===== src/rtl/demux_dispatcher.sv =====
// demux_dispatcher: accepts one item at a time from a single upstream port and
// delivers it to one of four downstream channels, either round-robin or to an
// explicitly addressed channel. Round-robin items that wait too long on a
// stalled channel move on to the next channel without dropping valid.
//
// Handshake: an item moves across a port on a rising edge where that port's
// valid and ready are both high. Upstream: in_valid/in_ready. Downstream:
// out_valid[sel]/out_ready[sel]. Once valid is raised, the payload and target
// stay put until the transfer, except when a round-robin item re-targets.
module demux_dispatcher #(
  parameter int DATA_W  = 8,
  parameter int TIMEOUT = 15
) (
  input  logic              clk,
  input  logic              rst,
  input  logic              in_valid,
  output logic              in_ready,
  input  logic [DATA_W-1:0] in_data,
  input  logic              mode,
  input  logic [1:0]        in_dest,
  output logic [3:0]        out_valid,
  output logic [DATA_W-1:0] out_data,
  input  logic [3:0]        out_ready,
  output logic [1:0]        sel,
  output logic              busy,
  output logic [15:0]       sent_count,
  output logic [0:0]        dbg_state
);

  localparam logic [0:0] ST_IDLE = 1'b0;
  localparam logic [0:0] ST_SEND = 1'b1;

  // Wait counter is 8 bits wide because TIMEOUT tops out at 255.
  localparam logic [7:0] TIMEOUT_C = 8'(TIMEOUT);

  logic [0:0]        state_q, state_d;
  logic [DATA_W-1:0] data_q, data_d;
  logic              mode_q, mode_d;
  logic [1:0]        sel_q, sel_d;
  logic [1:0]        rr_ptr_q, rr_ptr_d;
  logic [7:0]        wait_q, wait_d;
  logic [15:0]       sent_count_q, sent_count_d;

  logic deliver;

  // A held item is delivered only when the currently targeted channel is ready.
  assign deliver = (state_q == ST_SEND) && out_ready[sel_q];

  // Next-state logic: accept in IDLE, deliver or wait/re-target in SEND.
  always_comb begin
    state_d      = state_q;
    data_d       = data_q;
    mode_d       = mode_q;
    sel_d        = sel_q;
    rr_ptr_d     = rr_ptr_q;
    wait_d       = wait_q;
    sent_count_d = sent_count_q;
    case (state_q)
      ST_IDLE: begin
        if (in_valid) begin
          data_d  = in_data;
          mode_d  = mode;
          sel_d   = mode ? in_dest : rr_ptr_q;
          wait_d  = 8'd0;
          state_d = ST_SEND;
        end
      end
      ST_SEND: begin
        if (deliver) begin
          state_d      = ST_IDLE;
          sent_count_d = sent_count_q + 16'd1;
          // Directed items do not disturb the round-robin rotation.
          if (!mode_q) rr_ptr_d = sel_q + 2'd1;
        end else if (!mode_q && (wait_q == TIMEOUT_C)) begin
          sel_d  = sel_q + 2'd1;
          wait_d = 8'd0;
        end else begin
          wait_d = wait_q + 8'd1;
        end
      end
      default: state_d = ST_IDLE;
    endcase
  end

  // State registers; reset discards any held item without counting it.
  always_ff @(posedge clk) begin
    if (rst) begin
      state_q      <= ST_IDLE;
      data_q       <= '0;
      mode_q       <= 1'b0;
      sel_q        <= 2'd0;
      rr_ptr_q     <= 2'd0;
      wait_q       <= 8'd0;
      sent_count_q <= 16'd0;
    end else begin
      state_q      <= state_d;
      data_q       <= data_d;
      mode_q       <= mode_d;
      sel_q        <= sel_d;
      rr_ptr_q     <= rr_ptr_d;
      wait_q       <= wait_d;
      sent_count_q <= sent_count_d;
    end
  end

  // Outputs are pure decodes of the registered state.
  always_comb begin
    in_ready   = (state_q == ST_IDLE);
    busy       = (state_q == ST_SEND);
    out_valid  = busy ? (4'b0001 << sel_q) : 4'b0000;
    out_data   = data_q;
    sel        = sel_q;
    sent_count = sent_count_q;
    dbg_state  = state_q;
  end

endmodule


===== config.mk =====
export PLATFORM = sky130hd
export DESIGN_NAME = demux_dispatcher
export DESIGN_NICKNAME = d
export VERILOG_FILES = /design/src/rtl/demux_dispatcher.sv
export SDC_FILE = /design/constraint.sdc
export NUM_CORES = 1
export LEC_CHECK = 0
export CAP_MARGIN = 20
export CORE_UTILIZATION = 45
export DETAILED_ROUTE_END_ITERATION = 16
export DONT_BUFFER_PORTS = 1
export PLACE_DENSITY = 0.66
export SLEW_MARGIN = 20
export SYNTH_ARGS = -nofsm -noshare
export SYNTH_HDL_FRONTEND = slang
export SYNTH_SLANG_ARGS = --single-unit
export TNS_END_PERCENT = 10

===== constraint.sdc =====
create_clock -name clk -period 2.6 [get_ports clk]
set_input_delay 0.39 -clock clk [delete_from_list [all_inputs] [get_ports clk]]
set_output_delay 0.39 -clock clk [all_outputs]
set_load 0.05 [all_outputs]

==> impl_metrics.prom, run 1 <==
# TYPE chip_impl_metric gauge
chip_impl_metric{name="initial_core_util",unit=""} 0.480
chip_impl_metric{name="grt_util_all_layers",unit=""} 0.197
chip_impl_info{name="cts_root_buffer",value="sky130_fd_sc_hd__clkbuf_8"} 1
chip_impl_metric{name="design.portCount",unit=""} 51
chip_impl_metric{name="synthesis.yosys.warnings",unit=""} 0
chip_impl_metric{name="die-area",unit="um2"} 4250
chip_impl_metric{name="inserted_diodes",unit=""} 0
chip_impl_metric{name="final_nets",unit=""} 251
chip_impl_metric{name="timing.critical_path.required",unit="ns"} 2.83
chip_impl_metric{name="synth_simple_gate_area_share",unit=""} 0.256
chip_impl_metric{name="timing.final.crit_period",unit="ns"} 2.09
chip_impl_metric{name="timing_hold_violations_final",unit=""} 0
chip_impl_info{name="grt-busiest-layer",value="met2"} 1
chip_impl_metric{name="post_synth.cell_area_avg",unit="um2"} 8.48
chip_impl_info{name="yosys.area.top_type",value="sky130_fd_sc_hd__dfxtp_1"} 1
chip_impl_metric{name="synth.area.mux_share",unit=""} 0.0571
chip_impl_metric{name="mappedNetlistNets",unit=""} 236
chip_impl_metric{name="async_flop_share",unit=""} 0
chip_impl_metric{name="critical_path.max_fanout",unit=""} 7
chip_impl_metric{name="first_pass_iters",unit=""} 4
chip_impl_metric{name="post-synth-top-area-fraction",unit=""} 0.423
chip_impl_metric{name="count_of_distinct_cell_types_in_the_synthesized_netlist",unit=""} 35
chip_impl_metric{name="cts_hold_fix_bufs",unit=""} 0
chip_impl_info{name="worst_setup_path_end_kind",value="register"} 1
chip_impl_metric{name="area_growth",unit="%"} 14.6
chip_impl_metric{name="achievable-frequency",unit="MHz"} 479
chip_impl_metric{name="num_vias",unit=""} 1577
chip_impl_metric{name="routedWlPerCell",unit="um"} 14.1
chip_impl_metric{name="grt_pass1_vias",unit=""} 1470
chip_impl_metric{name="dp.final_hpwl",unit="mm"} 2.80
chip_impl_metric{name="global_route_wire_length_before_repair",unit="mm"} 6.50
chip_impl_info{name="ys_top_cells_by_area",value="sky130_fd_sc_hd__dfxtp_1 42%, sky130_fd_sc_hd__a21oi_1 7.8%, sky130_fd_sc_hd__nand2_1 6.3%"} 1
chip_impl_metric{name="place.gp.congestion",unit=""} 0.865
chip_impl_metric{name="measured_slew_at_the_worst_slew_check_pin",unit="ns"} 0.632
chip_impl_metric{name="hold_ws",unit="ns"} 0.166
chip_impl_metric{name="synth-edff-count",unit=""} 0
chip_impl_metric{name="synth_seq_area_share",unit=""} 0.423
chip_impl_metric{name="max-clock-path-buffers",unit=""} 2
chip_impl_metric{name="worst-endpoint-arrival",unit="ns"} 2.31
chip_impl_metric{name="cts.reportedPaths.clkPinSlew",unit="ns"} 0.08
chip_impl_metric{name="number_of_cells_upsized_or_downsized_after_cts",unit=""} 0
chip_impl_info{name="worstSetupStartpointType",value="register"} 1
chip_impl_info{name="leading_register_cell_type_out_of_synthesis",value="sky130_fd_sc_hd__dfxtp_1"} 1
chip_impl_metric{name="die_h",unit="um"} 65.2
chip_impl_metric{name="timing.final.setup_violations",unit=""} 0
chip_impl_metric{name="ys_seq_elements",unit=""} 38
chip_impl_info{name="unrepaired_setup_endpoints_after_global_routing",value="false"} 1
chip_impl_metric{name="clock_sink_count",unit=""} 38
chip_impl_metric{name="synth-xor-area-share",unit=""} 0.0292
chip_impl_metric{name="grt.met1_usage",unit=""} 0.213
chip_impl_metric{name="via_per_inst",unit=""} 5.73
chip_impl_metric{name="slowest_delay",unit="ns"} 0.67
chip_impl_metric{name="drc",unit=""} 0
chip_impl_metric{name="p_leak",unit="nW"} 0.764
chip_impl_metric{name="detail_route.iter0.violations",unit=""} 93
chip_impl_info{name="path_cells",value="and4_1, nand4_1, or4_1, a21oi_1"} 1
chip_impl_metric{name="htree_num_levels",unit=""} 2
chip_impl_metric{name="complex_gate_fraction_of_the_synthesized_area",unit=""} 0.153
chip_impl_metric{name="max_cap_viol_count",unit=""} 0
chip_impl_metric{name="synthAdderAreaFrac",unit=""} 0.0418
chip_impl_metric{name="number_of_i_o_port_buffers",unit=""} 0
chip_impl_metric{name="groute.layer.met3.usage",unit=""} 0.0660
chip_impl_info{name="dominant_combinational_cell_family_by_area_after_synthesis",value="simple AND/OR/NAND/NOR gates"} 1
chip_impl_metric{name="grt.overflow.total",unit=""} 0
chip_impl_metric{name="power_density_cells",unit="nW/um2"} 627
chip_impl_info{name="outcome",value="completed"} 1
chip_impl_metric{name="grt_start_max_net_pins",unit=""} 32
chip_impl_metric{name="grt_antenna_before_repair",unit=""} 0
chip_impl_metric{name="fillers",unit=""} 360
chip_impl_metric{name="ff_latch_area",unit="um2"} 761
chip_impl_metric{name="multi_input_comb_area",unit="um2"} 965
chip_impl_info{name="hp-class",value="in2reg"} 1
chip_impl_metric{name="final.setup.tns",unit="ns"} 0
chip_impl_info{name="criticalPathCategory",value="reg2reg"} 1
chip_impl_info{name="critical-path-slowest-cell",value="sky130_fd_sc_hd__dfxtp_1"} 1
chip_impl_metric{name="dieWidth",unit="um"} 65.2
chip_impl_metric{name="grtUsageMet2",unit=""} 0.347
chip_impl_metric{name="core.rowCount",unit=""} 22
chip_impl_metric{name="final_min_period_over_clock_period",unit=""} 0.803
chip_impl_metric{name="vdd_drop_max",unit="V"} 0.000382
chip_impl_metric{name="design.core.area",unit="um2"} 3740
chip_impl_metric{name="report.final.slew_viol_count",unit=""} 0
chip_impl_metric{name="wl",unit="mm"} 3.88
chip_impl_metric{name="cts_inserted_buffers",unit=""} 5
chip_impl_metric{name="cts_post_setup_buffers_inserted",unit=""} 0
chip_impl_metric{name="synthesis.instances",unit=""} 212
chip_impl_metric{name="finalClockSkew",unit="ns"} 0.00875
chip_impl_metric{name="post_synth_instance_area",unit="um2"} 1800
chip_impl_metric{name="worst_skew_pair.late_latency",unit="ns"} 0.29
chip_impl_metric{name="final_antenna_net_count",unit=""} 0
chip_impl_info{name="tritoncts_clock_tree",value="built"} 1
chip_impl_metric{name="slew_headroom",unit=""} 0.578
chip_impl_metric{name="share_of_final_layout_standard_cells_stronger_than_drive_strength_1",unit=""} 0.128
[flip-flops by register name, summed over array words and instances, names as in the netlist]
name        cells
busy            1
mode_q          1
out_data        8
rr_ptr_q        2
sel             2
sent_count     16
wait_q          8
[Yosys cell counts, drive strengths merged (5+ instances only)]
cell	count
nand2	30
or4	6
nor2	10
or3	10
and2	7
o31ai	6
ha	6
a21oi	28
xor2	5
nand4	7
dfxtp	38
nand3	8
o21ai	11
inv	7
clkbuf	6
mux2i	8
[area by class of cell]
cell class                 count  area share
clock buffer                   6      0.0401
clock inverter                 1      0.0146
inverter                       7      0.0128
multi-input combinational    157       0.468
sequential                    38       0.369
tap                           48      0.0292
timing repair buffer          18      0.0656
[worst max-delay path: cells and delay by family (launching register included)]
kind	cells	cell delay, ns
simple gates	3	1.22
flops	1	0.67
compound gates	1	0.14
[cells in the final DEF, fill, tap and decap left out, drive strengths merged, types with 2 or more instances in the layout]
cell type and n:
o21ai 11, and4 2, ha 6, nor2 10, or4 6, buf 18
nand4 7, inv 7, xor2 5, nand3 8, or3 10, nand2 30
clkbuf 6, and2 7, mux2i 8, dfxtp 38, a21oi 28, o31ai 6
[where the power goes]
| group | internal (W) | switching (W) |
|---|---|---|
| Sequential | 0.000600 | 0.0000402 |
| Clock | 0.000307 | 0.000196 |
| Combinational | 0.0000491 | 0.0000998 |
[worst paths after layout]
kind         slack (ns)           from              to  cells after the start
max                0.51  sent_count[6]  sent_count[15]                      4
min reg2reg        0.48         mode_q          mode_q                      2
max reg2reg        0.51  sent_count[6]  sent_count[15]                      4
min                0.17            rst  sent_count[12]                      1
[per-stage QoR]
| step | instances | instance area (um2) | setup slack (ns) | power, W | utilization |
|---|---|---|---|---|---|
| global placement | 268 | 1950 | 0.586 | 0.000798 | 0.520 |
| finish | 275 | 2060 | 0.512 | 0.00129 | 0.550 |
| global route | 275 | 2060 | 0.369 | 0.00134 | 0.550 |
| detailed placement | 268 | 1950 | 0.521 | 0.000803 | 0.520 |
| CTS | 275 | 2060 | 0.502 | 0.00131 | 0.550 |
| floorplan | 212 | 1800 | 0.563 | 0.000771 | - |
[cell families after synthesis]
logic type               count (synthesis)
AO/OA/AOI/OAI                           49
XOR/XNOR                                 6
multiplexers                             9
buffers and inverters                   17
flip-flops                              38
AND/OR/NAND/NOR                         87
adder cells (fa/ha/maj)                  6
[routing by layer]
metal	share of wire	vias up
met5	0	-
met4	0.011	0
met3	0.054	4
met2	0.48	32
met1	0.45	757
li1	-	784
No activity file was read; power rests on OpenSTA's default activity.
==> run 2: changes to the inputs <==
==> constraint.sdc (replaced) <==
create_clock -name clk -period 2 [get_ports clk]
set_input_delay 0.3 -clock clk [delete_from_list [all_inputs] [get_ports clk]]
set_output_delay 0.3 -clock clk [all_outputs]
set_load 0.05 [all_outputs]
==> run 2 against run 1 <==
Combinational power increased by 40%. Critical path depth increased by 1. Maximum frequency is 13% higher. Sequential cell count did not move. Worst setup slack worse by 0.36 ns. Register-to-register slack worse by 0.36 ns. Non-clock buffer count is 11 higher. Worst hold slack got worse by 0.089 ns. Sequential power is 31% higher. Count of clock-buffer cells in the layout shrank 1. Sequential share of layout area shrank 2.1 points. Critical endpoint is now wait_q[5]. Highest routed layer unchanged.
==> impl_metrics.prom, run 2 (synthesis results as in run 1) <==
# TYPE chip_impl_metric gauge
chip_impl_info{name="outcome",value="completed"} 1
chip_impl_metric{name="wl",unit="mm"} 4.29
chip_impl_metric{name="grt.overflow.total",unit=""} 0
chip_impl_metric{name="number_of_i_o_port_buffers",unit=""} 0
chip_impl_info{name="regToRegEndpoint",value="wait_q[5]"} 1
chip_impl_metric{name="cts_inserted_buffers",unit=""} 5
chip_impl_metric{name="max-clock-path-buffers",unit=""} 2
chip_impl_metric{name="final_min_period_over_clock_period",unit=""} 0.926
chip_impl_info{name="tritoncts_clock_tree",value="built"} 1
chip_impl_metric{name="cell_internal_pwr",unit="W"} 0.00122
chip_impl_metric{name="hold_ws",unit="ns"} 0.0767
chip_impl_metric{name="utilization",unit=""} 0.588
chip_impl_info{name="path_cells",value="ha_1, or4b_2, nor4_2, a211o_2, a21oi_1"} 1
chip_impl_metric{name="power_frac_seq",unit=""} 0.499
chip_impl_info{name="mostFrequentLayoutCell",value="sky130_fd_sc_hd__dfxtp_1"} 1
chip_impl_metric{name="largest_register_ff_count",unit=""} 16
chip_impl_metric{name="worst-endpoint-arrival",unit="ns"} 2.01
chip_impl_info{name="critical-path-slowest-cell",value="sky130_fd_sc_hd__or4b_2"} 1
chip_impl_info{name="hp-class",value="in2reg"} 1
chip_impl_info{name="layout.cells.most_common_list",value="33 x sky130_fd_sc_hd__dfxtp_1, 30 x sky130_fd_sc_hd__nand2_1, 28 x sky130_fd_sc_hd__a21oi_1"} 1
chip_impl_metric{name="power_switching",unit="W"} 0.000454
chip_impl_metric{name="power_switching_share",unit=""} 0.271
chip_impl_metric{name="grt_pass1_vias",unit=""} 1675
chip_impl_metric{name="clock_network_power_share",unit=""} 0.377
chip_impl_metric{name="die-area",unit="um2"} 4250
chip_impl_metric{name="global_route_wire_length_before_repair",unit="mm"} 7.32
chip_impl_metric{name="worstRegToRegCells",unit=""} 5
chip_impl_metric{name="hold-path-cell-count",unit=""} 1
chip_impl_metric{name="report.final.slew_viol_count",unit=""} 0
chip_impl_metric{name="share_of_final_layout_standard_cells_stronger_than_drive_strength_1",unit=""} 0.201
chip_impl_metric{name="initial_core_util",unit=""} 0.480
chip_impl_metric{name="final_antenna_net_count",unit=""} 0
chip_impl_info{name="criticalPathCategory",value="reg2reg"} 1
chip_impl_info{name="startpoint_of_the_lowest_slack_hold_path",value="rst"} 1
chip_impl_metric{name="first_pass_iters",unit=""} 4
chip_impl_info{name="grt-busiest-layer",value="met2"} 1
chip_impl_metric{name="achievable-frequency",unit="MHz"} 540
chip_impl_metric{name="slew_headroom",unit=""} 0.616
chip_impl_metric{name="groute.layer.met3.usage",unit=""} 0.0608
chip_impl_metric{name="grt_util_all_layers",unit=""} 0.223
chip_impl_metric{name="max_cap_viol_count",unit=""} 0
chip_impl_metric{name="timing.critical_path.required",unit="ns"} 2.16
chip_impl_info{name="cts_root_buffer",value="sky130_fd_sc_hd__clkbuf_8"} 1
chip_impl_metric{name="num_vias",unit=""} 1611
chip_impl_metric{name="power_density_cells",unit="nW/um2"} 762
chip_impl_metric{name="timing_hold_violations_final",unit=""} 0
chip_impl_metric{name="grt_start_max_net_pins",unit=""} 32
chip_impl_metric{name="drc",unit=""} 0
chip_impl_info{name="worst_setup_path_end_kind",value="register"} 1
chip_impl_metric{name="slowest_delay",unit="ns"} 0.60
chip_impl_info{name="unrepaired_setup_endpoints_after_global_routing",value="false"} 1
chip_impl_metric{name="routedWlPerCell",unit="um"} 14.9
chip_impl_info{name="r2r_start",value="wait_q[0]"} 1
chip_impl_metric{name="detail_route.iter0.violations",unit=""} 90
chip_impl_info{name="worstSetupStartpointType",value="register"} 1
chip_impl_info{name="cell_class_contributing_the_biggest_share_of_worst_path_delay",value="simple AND/OR/NAND/NOR gates"} 1
chip_impl_metric{name="design.core.area",unit="um2"} 3740
chip_impl_metric{name="die_h",unit="um"} 65.2
chip_impl_info{name="worst_hold_path.endpoint",value="sent_count[4]"} 1
chip_impl_metric{name="area_growth",unit="%"} 22.6
chip_impl_metric{name="inserted_diodes",unit=""} 0
chip_impl_metric{name="timing.critical_path.buf_inv",unit=""} 0
chip_impl_metric{name="timing.final.setup_violations",unit=""} 0
chip_impl_metric{name="multi_input_comb_area",unit="um2"} 972
chip_impl_metric{name="pwr-share-comb",unit=""} 0.124
chip_impl_metric{name="timing.final.crit_period",unit="ns"} 1.85
chip_impl_metric{name="dp.final_hpwl",unit="mm"} 3.18
chip_impl_metric{name="dieWidth",unit="um"} 65.2
chip_impl_metric{name="measured_slew_at_the_worst_slew_check_pin",unit="ns"} 0.575
chip_impl_metric{name="reg_to_reg_setup_timing_slack",unit="ns"} 0.15
chip_impl_metric{name="critical_path.max_fanout",unit=""} 7
chip_impl_metric{name="worst_skew_pair.late_latency",unit="ns"} 0.29
chip_impl_metric{name="via_per_inst",unit=""} 5.61
chip_impl_metric{name="fillers",unit=""} 353
chip_impl_metric{name="vdd_drop_max",unit="V"} 0.000368
chip_impl_metric{name="cts_post_setup_buffers_inserted",unit=""} 0
chip_impl_metric{name="core.rowCount",unit=""} 22
chip_impl_metric{name="finalClockSkew",unit="ns"} 0.00886
chip_impl_metric{name="ff_latch_area",unit="um2"} 767
chip_impl_metric{name="place.gp.congestion",unit=""} 0.859
chip_impl_metric{name="grtUsageMet2",unit=""} 0.419
chip_impl_metric{name="grt.met1_usage",unit=""} 0.230
chip_impl_metric{name="p_leak",unit="nW"} 0.837
chip_impl_metric{name="clock_sink_count",unit=""} 38
chip_impl_metric{name="cts.reportedPaths.clkPinSlew",unit="ns"} 0.08
chip_impl_metric{name="htree_num_levels",unit=""} 2
chip_impl_metric{name="final.setup.tns",unit="ns"} 0
chip_impl_metric{name="grt_antenna_before_repair",unit=""} 0
chip_impl_metric{name="design.portCount",unit=""} 51
chip_impl_metric{name="final_nets",unit=""} 262
==> run 2: cell types whose count changed in the layout (fill, tap and decap cells not counted) <==
cell / change
sky130_fd_sc_hd__nor4_2: +1
sky130_fd_sc_hd__clkbuf_8: -1
sky130_fd_sc_hd__dfxtp_1: -5
sky130_fd_sc_hd__a211o_2: +1
sky130_fd_sc_hd__a211o_1: -1
sky130_fd_sc_hd__clkinv_2: +2
sky130_fd_sc_hd__buf_12: +4
sky130_fd_sc_hd__buf_4: +7
sky130_fd_sc_hd__nor4_1: -1
sky130_fd_sc_hd__dfxtp_2: +5
==> run 2: layer usage <==
metal | share of wire | wire [um] | up-vias
met5 | 0 | 0 | -
met3 | 0.048 | 206 | 6
li1 | - | - | 806
met1 | 0.41 | 1750 | 760
met2 | 0.53 | 2280 | 39
met4 | 0.012 | 52 | 0
==> run 2: how the worst max path moves through the flow <==
stage | depth (start not counted) | slack [ns] | startpoint | to
CTS | 5 | 0.06 | wait_q[0] | wait_q[0]
detailed placement | 5 | 0.07 | wait_q[0] | wait_q[0]
finish | 5 | 0.15 | wait_q[0] | wait_q[5]
floorplan | 5 | -0.001 | sent_count[6] | sent_count[15]
global route | 5 | 0.05 | wait_q[0] | wait_q[5]
global placement | 5 | 0.14 | wait_q[0] | wait_q[0]
==> run 2: power groups by stage <==
stage / combinational, W / sequential [W] / clock (W)
after global placement: 0.000201 / 0.000852 / 0
after detailed placement: 0.000208 / 0.000855 / 0
after floorplan: 0.000127 / 0.000875 / 0
after CTS: 0.000209 / 0.000837 / 0.000655
final: 0.000208 / 0.000837 / 0.000632
after global routing: 0.000226 / 0.000841 / 0.000679
==> run 2: metrics by stage <==
step | total power [W] | instance area [um2] | instances | setup slack (ns)
2_1_floorplan | 0.00100 | 1800 | 212 | -0.00126
3_3_place_gp | 0.00105 | 2090 | 279 | 0.144
3_5_place_dp | 0.00106 | 2090 | 279 | 0.0713
4_1_cts | 0.00170 | 2190 | 287 | 0.0606
5_1_grt | 0.00175 | 2200 | 287 | 0.0503
6_report | 0.00168 | 2200 | 287 | 0.149
==> run 2: layout make-up <==
type	count	area share
timing repair buffer	29	0.122
clock buffer	5	0.0313
tap	48	0.0273
multi-input combinational	157	0.441
inverter	7	0.0119
clock inverter	3	0.0182
sequential	38	0.348
==> run 2: timing repair <==
action / CTS / global route
gates resized for setup: 0 / 2
setup endpoints to repair: 0 / 9
hold buffers: 0 / 0
